<file path="src/rtl/render_controller.sv">
// Frame render controller: scans every pixel of a frame into the ray pipeline
// over valid/ready, bounds in-flight requests and stalls the processor until done.
module render_controller #(
  parameter  int H_PIXELS        = 320,
  parameter  int V_PIXELS        = 180,
  parameter  int MAX_OUTSTANDING = 8,
  localparam int HW              = $clog2(H_PIXELS),
  localparam int VW              = $clog2(V_PIXELS),
  localparam int OW              = $clog2(MAX_OUTSTANDING + 1)
) (
  input  logic          clk_100mhz,
  input  logic          rst_n,
  input  logic          inst_valid,
  input  logic          inst_is_render,
  input  logic          mem_ready,
  output logic          controller_busy,
  output logic          pix_valid,
  input  logic          pix_ready,
  output logic [HW-1:0] pix_hcount,
  output logic [VW-1:0] pix_vcount,
  input  logic          pix_done,
  output logic          frame_done,
  output logic [15:0]   frame_count,
  output logic          err_underflow
);

  typedef enum logic [2:0] {
    S_IDLE,
    S_WAIT_MEM,
    S_ISSUE,
    S_DRAIN,
    S_DONE
  } state_t;

  state_t        state, state_next;
  logic [OW-1:0] outstanding, outstanding_next;
  logic          render_req;
  logic          handshake;
  logic          last_pixel;
  logic          underflow;
  logic          retire;

  assign render_req = inst_valid & inst_is_render;
  assign handshake  = pix_valid & pix_ready;
  assign last_pixel = (pix_hcount == HW'(H_PIXELS - 1)) && (pix_vcount == VW'(V_PIXELS - 1));
  // A completion with nothing in flight is flagged, never allowed to wrap the count.
  assign underflow  = pix_done && (outstanding == '0);
  assign retire     = pix_done && !underflow;

  assign controller_busy = (state != S_IDLE) | render_req;
  assign pix_valid       = (state == S_ISSUE) && (outstanding < OW'(MAX_OUTSTANDING));
  assign frame_done      = (state == S_DONE);

  always_comb begin
    outstanding_next = outstanding;
    if (handshake && !retire)      outstanding_next = outstanding + OW'(1);
    else if (retire && !handshake) outstanding_next = outstanding - OW'(1);
  end

  always_comb begin
    state_next = state;
    case (state)
      S_IDLE:     if (render_req) state_next = S_WAIT_MEM;
      S_WAIT_MEM: if (mem_ready) state_next = S_ISSUE;
      S_ISSUE:    if (handshake && last_pixel) state_next = S_DRAIN;
      S_DRAIN:    if (outstanding_next == '0) state_next = S_DONE;
      S_DONE:     state_next = S_IDLE;
      default:    state_next = S_IDLE;
    endcase
  end

  always_ff @(posedge clk_100mhz or negedge rst_n) begin
    if (!rst_n) begin
      state         <= S_IDLE;
      outstanding   <= '0;
      pix_hcount    <= '0;
      pix_vcount    <= '0;
      frame_count   <= '0;
      err_underflow <= 1'b0;
    end else begin
      state       <= state_next;
      outstanding <= outstanding_next;
      if (underflow) err_underflow <= 1'b1;
      // Count lands with the DONE cycle so frame_done and the new count coincide.
      if (state == S_DRAIN && outstanding_next == '0) frame_count <= frame_count + 16'd1;
      if (state == S_IDLE && render_req) begin
        pix_hcount <= '0;
        pix_vcount <= '0;
      end else if (handshake) begin
        if (pix_hcount == HW'(H_PIXELS - 1)) begin
          pix_hcount <= '0;
          pix_vcount <= (pix_vcount == VW'(V_PIXELS - 1)) ? '0 : pix_vcount + VW'(1);
        end else begin
          pix_hcount <= pix_hcount + HW'(1);
        end
      end
    end
  end

endmodule
</file>
<file path="config.mk">
export PLATFORM = sky130hd
export DESIGN_NAME = render_controller
export DESIGN_NICKNAME = d
export VERILOG_FILES = /design/src/rtl/render_controller.sv
export SDC_FILE = /design/constraint.sdc
export NUM_CORES = 1
export LEC_CHECK = 0
export CORE_MARGIN = 10
export CORE_UTILIZATION = 52
export DETAILED_ROUTE_END_ITERATION = 6
export HOLD_SLACK_MARGIN = 0.15
export PLACE_DENSITY_LB_ADDON = 0.08
export SKIP_LAST_GASP = 1
export SYNTH_ARGS = -nofsm -noshare
export SYNTH_HDL_FRONTEND = slang
export SYNTH_SLANG_ARGS = --single-unit
</file>
<file path="constraint.sdc">
create_clock -name clk_100mhz -period 2.6 [get_ports clk_100mhz]
set_input_delay 0.52 -clock clk_100mhz [delete_from_list [all_inputs] [get_ports clk_100mhz]]
set_output_delay 0.52 -clock clk_100mhz [all_outputs]
set_load 0.02 [all_outputs]
</file>
Word level (Yosys, flattened, before mapping) --
Index checks and enable logic that the tools add are counted.
Storage, ports and cells: ROM bits 0, bits in writable memories 0, bits in latches 0, input port bits 7, memories 0, logic and storage cells 59, flip-flop bits (word level) 41, output and inout port bits 37
Operators by class: div/mod/pow operators 0, $mul 0, equal/unequal tests 10, bitwise logic cells 3, shift operators 0, reduce and logical (&&, ||, !) cells 20, muxes and demuxes 14, add/sub/neg operators 5, magnitude comparators 1
Operator list (number):
- 8-bit two-way mux | 4
- 9-bit two-way mux | 3
- 16-bit by 1-bit adder with 16-bit output (second input constant) | 1
- 3-bit two-way mux | 4
- 3-bit case mux with 4 select lines | 1
- 9-bit by 1-bit adder with 9-bit output (second input constant) | 1
- 9-bit equality test (second input constant) | 1
- 1-bit logical AND | 9
- 8-bit by 1-bit adder with 8-bit output (second input constant) | 1
- 8-bit equality test (second input constant) | 1
- 4-bit logical NOT | 2
- 4-bit two-way mux | 2
- 3-bit by 2-bit equality test with 1-bit output (second input constant) | 2
- 2-bit != test (second input constant) | 3
- 4-bit by 1-bit adder with 4-bit output (second input constant) | 1
- 4-bit less-than comparator (second input constant) | 1
- 4-bit AND reduction | 1
- 2-bit nonzero test | 2
- 4-bit by 1-bit subtractor with 4-bit output (second input constant) | 1
- 3-bit by 1-bit equality test with 1-bit output (second input constant) | 1
- 3-bit equality test (second input constant) | 1
- 1-bit logical NOT | 3
- 3-bit logical NOT | 1
- 3-bit nonzero test | 1
- other kinds (4) | 5

Depth between registers and ports, before layout --
Gate-level depths: netlist (run 1).
depth after elaboration 10, gate-level depth with buffers 9, mapped depth without buffers 8

Least setup slack after synthesis (run 1) --
No wires, ideal clock.
path type flip-flop to flip-flop, from register outstanding[0], to register frame_count[1], clock period less this slack 2.293 ns, required time 2.475 ns, stages on the path, launching flop included 9, library setup time 0.125 ns, path buffers 0, path slack 0.307 ns, data arrival time 2.168 ns, path through dfrtp_1 inv_1 ha_1 nor3b_2 or2b_2 a21oi_1 o32ai_2 nand3_2 mux2_4
Between the ends: cells in the longest elaborated chain, start to end 9, elaborated cells on any way between the ends 17, those cells by class 2 x add/sub; 1 x order compare; 2 x mux; 1 x bitwise; 11 x reduce/logical
Ends and longest elaborated chain:
- start: declaration | line 36 | logic [OW-1:0] outstanding, outstanding_next;
- start signal: assignment | line 82 | outstanding <= outstanding_next;
- 4-bit less-than comparator / 4-bit logical NOT (equally long branches) | line 51, 47
- 1-bit logical AND (on tied branches) | line 51, 47
- 1-bit bitwise AND / 1-bit logical NOT (equally long branches) | line 44, 48
- 1-bit logical NOT / 1-bit logical AND (equally long branches) | line 57, 48
- 1-bit logical AND / 1-bit logical NOT (equally long branches) | line 57, 56
- 4-bit two-way mux / 1-bit logical AND (equally long branches) | line 57, 56
- 4-bit two-way mux * | line 56 | if (handshake && !retire) outstanding_next = outstanding + OW'(1);
- 4-bit logical NOT * | line 85 | if (state == S_DRAIN && outstanding_next == '0) frame_count <= frame_count + 16'd1;
- 1-bit logical AND * | line 85
- end signal: assignment | line 85
- end: declaration | line 23 | output logic [15:0] frame_count,
Mark *: on every way between the ends. The rest lies on a longest branch, timed or not. A chain may end at the register's enable or synchronous reset.

Final worst setup path (run 1) --
from input port pix_done, to register frame_count[4]
Between the ends: cells in the longest elaborated chain, start to end 8, elaborated cells on any way between the ends 10, those cells by class 2 x mux; 8 x reduce/logical
Ends and longest elaborated chain:
- start: declaration | line 21 | input logic pix_done,
- 1-bit logical AND | line 47 | assign underflow = pix_done && (outstanding == '0);
- 1-bit logical NOT | line 48 | assign retire = pix_done && !underflow;
- 1-bit logical AND * | line 48
- 1-bit logical AND / 1-bit logical NOT (equally long branches) | line 57, 56
- 4-bit two-way mux / 1-bit logical AND (equally long branches) | line 57, 56
- 4-bit two-way mux * | line 56
- 4-bit logical NOT * | line 85
- 1-bit logical AND * | line 85
Marks and branches as above.

==> impl.org, run 1 <==
** Critical path
- Sequence of cells on the critical path :: clkdlybuf4s50_1 > or4b_4 > a221oi_2 > o221a_4 > buf_4 > nand4_1 > xnor2_1
- The worst setup path is of the in -> reg kind.
- Along the worst path, the maximum fanout reaches 8.
- Data on the critical path is required at its endpoint by 2.78 ns.
- Minimum setup slack among reg-to-reg paths :: approximately 0.27 ns
- Together, buffers and inverters on the worst path number 2.
- The number of cells on the worst reg-to-reg path is 9.
- At the worst endpoint, the arrival time is 2.52 ns.
- On the critical path, the stage with the largest delay is an instance of sky130_fd_sc_hd__clkdlybuf4s50_1.
- Startpoint type of the worst setup path :: input port
- Largest delay contributor family on the critical path :: buffers and inverters
- CP peak stage delay :: 0.47 ns
- Element type at the critical path end :: flip-flop
- R2r endpoint :: frame_count[2]
- Startpoint of the lowest-slack register-to-register path :: outstanding[0]

** Synth
- Synthesis produced a netlist with a net count of 259.
- Sequential cells were found to cover 43.0% of the synthesized design area.
- Count of distinct cell types in the synthesized netlist :: between 40 and 50
- Summing the areas of all compound-gate instances in the mapped netlist gives between 10% and 20% of the synthesized area.
- Of the total synthesized cell area, the portion taken by XOR and XNOR cells is 9.18%.
- Of the total synthesized cell area, the portion taken by full adders, half adders and majority gates is 3.46%.
- Async S/R FF share, synth :: 100%
- Simple-gate portion of the synthesized area :: 25.3%
- The most used flip-flop cell after synthesis is sky130_fd_sc_hd__dfrtp_1.
- Synthesized netlist cell count :: around 250
- After synthesis, the largest family of logic cells by area is simple AND/OR/NAND/NOR gates.
- Dividing the synthesized area by the synthesized cell count gives just under 10 µm².
- Post-synthesis mux area share :: 1.05%
- Warning count from the yosys run :: 0
- EDFF count, synth :: 0
- Post-synthesis register bit count :: a little over 40
- The mapped netlist covers around 0.0024 mm².

** Timing
- For the pin with the worst max-slew slack, the measured transition is 0.897 ns.
- Dividing the final minimum period by the clock period gives 89.9%.
- Setup violations remaining at the end of the flow were counted as 0.
- The smallest clock period supported by the final layout is computed as 2.34 ns.
- The worst pin sits at a relative slew slack of 40.2%.
- The total count of hold-check failures in the final report is 0.
- Setup slack after layout :: between 0.2 and 0.3 ns
- Post-route clock skew :: 0.00656 ns
- Top achievable clock speed :: 0.428 GHz
- Setup repair after global routing missed its margin :: false
- Worst hold-check slack :: 0.345 ns
- The final max-slew violation count is 0.

** Routing
- In the routed design, unresolved DRC markers number 0.
- Once detail routing completed, the nets flagged for antenna violations numbered 0.
- Dividing the detail-routed via count by the number of cells gives 5.64.
- The detailed router finished its first iteration with between 100 and 150 violations.
- Dividing the detail-routed wire length by the instance count gives 14.9 µm.
- Count of TritonRoute iterations in the first routing pass :: 4
- The detailed router placed 2,025 vias in this run.
- Routed wire length :: between 5 and 6 mm

** Global route
- The first global-routing pass estimated between 9 and 10 mm of wire.
- Overflow left after global routing :: 0
- Entering global routing, the biggest net connects 42 pins.
- Number of antenna violations at the first check in global routing :: 0
- Global routing used 14.4% of the available tracks across all layers.
- Via count of the first global-routing pass :: 1,962

** Die
- After floorplanning, the core was divided into 24 placement rows.
- The die is 87.7 µm wide.
- Core Box Area :: 0.00438 mm²
- For this design the top-level I/O count stands at 44.
- Initial core utilization :: 54.4%
- In this run the vertical extent of the chip is 87.7 µm.
- The die covers 0.00769 mm².

** Min path
- The tightest min-delay check is of the in -> async type.

** Clocking
- In this run the deepest clock path goes through 2 buffers.
- In this run the number of H-tree levels came out at 2.
- The number of setup buffers added after CTS is 0.
- Number of clock sinks :: 41
- Clock tree synthesis selected as its root buffer the cell sky130_fd_sc_hd__clkbuf_8.
- Hold repair after CTS inserted 0 buffers.
- The later pin in the worst-skew pair is clocked with a latency of 0.29 ns.
- Post-cts repair resize count :: 0
- Counting the buffers created by CTS gives 5.
- Clock-pin slew was measured on the worst setup and hold paths at ~0.080 ns.
- TritonCTS clock tree :: yes

** Cells and area
- After routing the design area is 0.00302 mm².
- The post-route netlist has 12.7% of its cells at a drive strength greater than 1.
- Commonest cells after routing, fill and taps aside :: sky130_fd_sc_hd__clkdlybuf4s50_1 (42), sky130_fd_sc_hd__dfrtp_1 (41), sky130_fd_sc_hd__nand2_1 (28)
- In the final design database the tool counted 318 nets.
- Number of diodes added for antenna fixing :: 0
- Relative to the synthesized area, the layout overhead comes to 26.7%.
- The library cell used most frequently in the layout, excluding fill and tap cells, is sky130_fd_sc_hd__clkdlybuf4s50_1.

** Placement
- Final RePlAce weighted congestion :: 0.872
- Detailed-placement wirelength estimate :: 4.01 mm
- Total placed instance area :: roughly 0.003 mm²
- Setup slack after placement :: -0.0373 ns
- Number of input and output port buffers inserted :: 43

** Power and ir drop
- Total power per unit cell area :: 910 mW/mm²
- The analysis attributes to cell leakage a power of 1.34 nW.
- Largest voltage drop on the vdd net :: 0.469 mV

** Run
- Max cap viols :: 0

** Outcome
- Status :: complete, no violations
## cell type report
cell class	count	area, µm²
Clock buffer	5	68.8
Clock inverter	3	17.5
Fill cell	351	1360
Inverter	9	33.8
Multi-Input combinational cell	188	1250
Sequential cell	41	1030
Tap cell	52	65.1
Timing Repair Buffer	61	561
## how the worst max path moves through the flow
| stage | startpoint | to | slack, ns | cells past startpoint |
|---|---|---|---|---|
| detailed placement | pix_done | frame_count[4] | -0.04 | 7 |
| global placement | pix_done | frame_count[4] | -0.01 | 7 |
| floorplan | outstanding[0] | frame_count[1] | 0.31 | 8 |
| global route | outstanding[0] | frame_count[2] | 0.06 | 9 |
| finish | pix_done | frame_count[4] | 0.26 | 7 |
| CTS | state[0] | controller_busy | 0.25 | 3 |
## synth_stat cells, types with 6 or more instances
| cell type | count | area (µm²) |
|---|---|---|
| sky130_fd_sc_hd__dfrtp_1 | 41 | 1030 |
| sky130_fd_sc_hd__nand2_1 | 28 | 105 |
| sky130_fd_sc_hd__o21ai_0 | 21 | 105 |
| sky130_fd_sc_hd__xnor2_1 | 19 | 166 |
| sky130_fd_sc_hd__nand3_1 | 17 | 85.1 |
| sky130_fd_sc_hd__and3_1 | 15 | 93.8 |
| sky130_fd_sc_hd__nand4_1 | 10 | 62.6 |
| sky130_fd_sc_hd__inv_1 | 9 | 33.8 |
| sky130_fd_sc_hd__nor2_1 | 9 | 33.8 |
| sky130_fd_sc_hd__a21oi_1 | 7 | 35.0 |
| sky130_fd_sc_hd__xor2_1 | 6 | 52.6 |
## layer usage
layer / global-route usage (%) / wire length (µm)
met2: 22.3 / 2520
met3: 5.11 / 419
met1: 19.0 / 2390
met5: 0 / 0
met4: 3.04 / 34
## through the flow
step | utilization [%] | power [mW] | std cells | setup TNS [ns]
after global placement | 67.0 | 2.33 | 351 | -0.0273
final | 68.9 | 2.75 | 359 | 0
after floorplan | - | 1.86 | 247 | 0
after CTS | 68.9 | 2.76 | 359 | 0
after global routing | 68.9 | 2.95 | 359 | 0
after detailed placement | 67.0 | 2.35 | 351 | -0.166
## power by group
part | internal, mW | switching, mW | total (mW)
sequential | 0.770 | 0.170 | 0.940
clock | 0.185 | 0.220 | 0.405
combinational | 0.666 | 0.737 | 1.40
total | 1.62 | 1.13 | 2.75
## state kept, by name (all words and copies together), names as in the netlist
signal / flops
frame_count: 16
err_underflow: 1
pix_hcount: 9
pix_vcount: 8
state: 3
outstanding: 4
## cell families (layout without fill, tap and decap cells)
| logic type | count (synthesis) | in the layout |
|---|---|---|
| flops | 41 | 41 |
| mux | 2 | 2 |
| simple gates | 109 | 109 |
| compound gates | 45 | 45 |
| buf+inv | 18 | 78 |
| xor+xnor | 25 | 25 |
| fa+ha+maj | 7 | 7 |
Note: power is estimated with default switching activity, not from simulation.
==> run 2: changes to the inputs <==
- CAP_MARGIN: unset -> 10
==> results of run 2 <==
Final layout, timing and power as in run 1 (identical DEF).
==> run 3: changes to the inputs <==
- GPL_ROUTABILITY_DRIVEN: unset -> 0
- REMOVE_ABC_BUFFERS: unset -> 1
==> run 3 against run 2 <==
Critical path depth is 1 lower. Total power is 6.8% higher. Via count is 1.6% lower. Highest routed layer unchanged. Flip-flop and latch count stayed put. Cell count is 1.1% lower. Clock-buffer cell count stayed put. Register-to-register slack better by 0.06 ns. Design area is 0.99% higher. Clock skew is 0.0026 ns higher. Non-clock buffer count is 4 lower. Maximum frequency is 2.3% lower. Critical path type unchanged. Core utilization is 0.68 points higher.
==> impl.org, run 3 (same netlist as run 1, synthesis figures left out) <==
** Die
- From bottom edge to top edge, the die measures 87.7 µm.
- In this run the horizontal extent of the chip is 87.7 µm.
- In this run the core area contains 24 standard-cell rows.
- In this run the count of I/O pins placed on the die edge is 44.
- The die covers approximately 0.0077 mm².
- In this run the standard cell core region covers about 0.0044 mm².
- Initial core utilization :: 54.4%

** Timing
- Headroom to the max-slew limit came out at 65.6%.
- Setup repair after global routing left no endpoint under its margin.
- The clock arrives with about 0.009 ns of skew.
- Top achievable clock speed :: 0.418 GHz
- For the finished layout, the period the worst path requires is 2.39 ns.
- After routing, the total negative slack on setup checks comes to 0 ns.
- Worst hold-check slack :: 0.268 ns
- In the post-route analysis, the smallest setup slack over all paths is 0.208 ns.
- Slew at the pin closest to its max-slew limit :: slightly above 0.5 ns
- The final max-slew violation count came to 0.
- Final worst-path cycle share :: between 90% and 100%
- Final Hold Violating Endpoints :: 0
- Setup violations remaining at the end of the flow were counted as 0.

** Cells and area
- Non-Filler Cell Area, Final :: 0.00305 mm²
- Area used by sequential logic in the layout :: 0.00103 mm²
- Leaving out fill and tap cells, the most frequent cells in the layout are sky130_fd_sc_hd__clkdlybuf4s50_1 (42), sky130_fd_sc_hd__dfrtp_1 (41), sky130_fd_sc_hd__nand2_1 (28).
- Cells fill 69.6% of the core in the end.
- Fill cell instance count of the final layout :: 359
- In the final design database the tool counted 314 nets.
- The library cell used most frequently in the layout, excluding fill and tap cells, is sky130_fd_sc_hd__clkdlybuf4s50_1.
- Number of diodes added for antenna fixing :: 0
- The register with the most flip-flops in the layout has 16 of them.
- In the final layout, the multi-input gates occupy ~0.0012 mm².
- In the final layout, the registers with the most flip-flops are frame_count x16, pix_hcount x9, pix_vcount x8.
- Synthesis-to-finish area growth :: 28.0%
- Fraction of final layout cells with drive strength greater than 1 :: 11.6%
- Register bank with the most flops :: frame_count

** Routing
- Once detail routing completed, the nets flagged for antenna violations numbered 0.
- For this block, the via count after detailed routing is ~2,000.
- Via density per instance :: between 5 and 6
- Number of design rule violations left after detail routing :: 0
- In the final routed layout, each cell accounts on average for 15.7 µm.
- Summed over all layers, the routed wires come to 5.59 mm.
- Count of TritonRoute iterations in the first routing pass :: 4
- Initial DRC Count :: 76

** Run
- Max cap viols :: 0

** Critical path
- The worst register-to-register path begins at outstanding[2].
- Data arrival time at the worst-slack endpoint :: 2.57 ns
- Startpoint-to-endpoint class of the critical path :: in -> reg
- Sequence of cells on the critical path :: clkdlybuf4s50_1 > or4b_4 > a221oi_2 > o221a_4 > nand3_2 > mux2_4
- Element type at the critical path end :: flip-flop
- In this run the critical register-to-register path is captured at frame_count[1].
- Required time at the endpoint of the critical path :: 2.78 ns
- STA classifies the critical path startpoint as an input port.
- Of all nets on the critical path, the largest fanout is 4.
- R2R depth :: 5
- The slowest stage of the critical path is the sky130_fd_sc_hd__clkdlybuf4s50_1 cell.
- On the critical path the largest part of the delay comes from compound AO/OA/AOI/OAI gates.
- CP peak stage delay :: 0.47 ns
- The setup check on the worst reg-to-reg path leaves a slack of ~0.33 ns.
- The number of buffers and inverters on the critical path is 1.

** Clocking
- Clock insertion delay at the later pin of the skew report :: 0.30 ns
- Master cell of the clock root buffer :: sky130_fd_sc_hd__clkbuf_8
- TritonCTS built the clock tree.
- In this run the number of H-tree levels came out at 2.
- Post-CTS timing repair inserted 0 buffers for setup.
- Post-cts repair resize count :: 0
- After clock tree synthesis, the clock-pin slew on the worst setup and hold paths is 0.08 ns.
- No sink is reached through more buffers than the 2 on the longest clock path.
- Counting every sink on the clock net gives 41.
- The number of hold buffers added after CTS was 0.
- Number of buffers created by CTS :: 5

** Placement
- At the placement stage, the worst setup path has a slack of -0.0913 ns.
- Input and output buffers added on the ports amount to 43.
- Total placed instance area :: 0.00292 mm²
- The wire-length estimate of the detail-placed layout is 4.06 mm.

** Power and ir drop
- Total power per unit cell area :: 962 mW/mm²
- Leak pwr :: 1.35 nW
- The worst-case IR drop observed on VDD is 0.535 mV.

** Global route
- Overflow left after global routing :: 0
- For this run, the total global-route usage over all layers was measured as 15.1%.
- Via count of the first global-routing pass :: ~1,900
- Entering global routing, the biggest net connects 42 pins.
- Number of antenna violations at the first check in global routing :: 0
- The first global-routing pass estimated 9.47 mm of wire.

** Outcome
- The run finished with clean final reports.

** Min path
- Tightest Hold Check Type :: in -> async
run 3: cell type report:
cell class              count  area share (%)
multi-input cells         188            41.0
flip-flops and latches     41            33.6
repair buffers             57            17.8
clock buffers               5            2.26
clock inverters             3            2.13
well taps                  52            2.13
inverters                   9            1.11
run 3: worst max path at each step:
| stage | end | startpoint | depth (start not counted) |
|---|---|---|---|
| 6_report | frame_count[1] | pix_done | 6 |
| 5_1_grt | frame_count[13] | outstanding[0] | 9 |
| 4_1_cts | frame_count[1] | pix_done | 6 |
| 3_5_place_dp | frame_count[1] | pix_done | 6 |
| 3_3_place_gp | frame_count[1] | pix_done | 6 |
| 2_1_floorplan | frame_count[1] | outstanding[0] | 8 |
run 3: per-layer routing:
layer	GRT usage [%]	wire (µm)
met5	0	0
met4	5.22	56
met3	5.48	350
met2	22.9	2560
met1	19.5	2620
run 3: metrics by stage:
step,std cells,total power [mW]
floorplan,238,1.76
global placement,347,2.30
detailed placement,347,2.34
CTS,355,2.96
global route,355,3.15
finish,355,2.94
run 3: power by group:
part | leakage [nW] | internal (mW) | switching (mW)
clock | 0.0681 | 0.382 | 0.229
sequential | 0.545 | 0.770 | 0.185
combinational | 0.734 | 0.642 | 0.729
total | 1.35 | 1.79 | 1.14
run 3: worst register-to-register path, delay by kind of cell (launching register included):
family / cells / cell delay (ns)
DFF: 1 / 0.51
muxes: 1 / 0.33
and+or+nand+nor: 2 / 0.66
AOI/OAI and AO/OA: 2 / 0.65
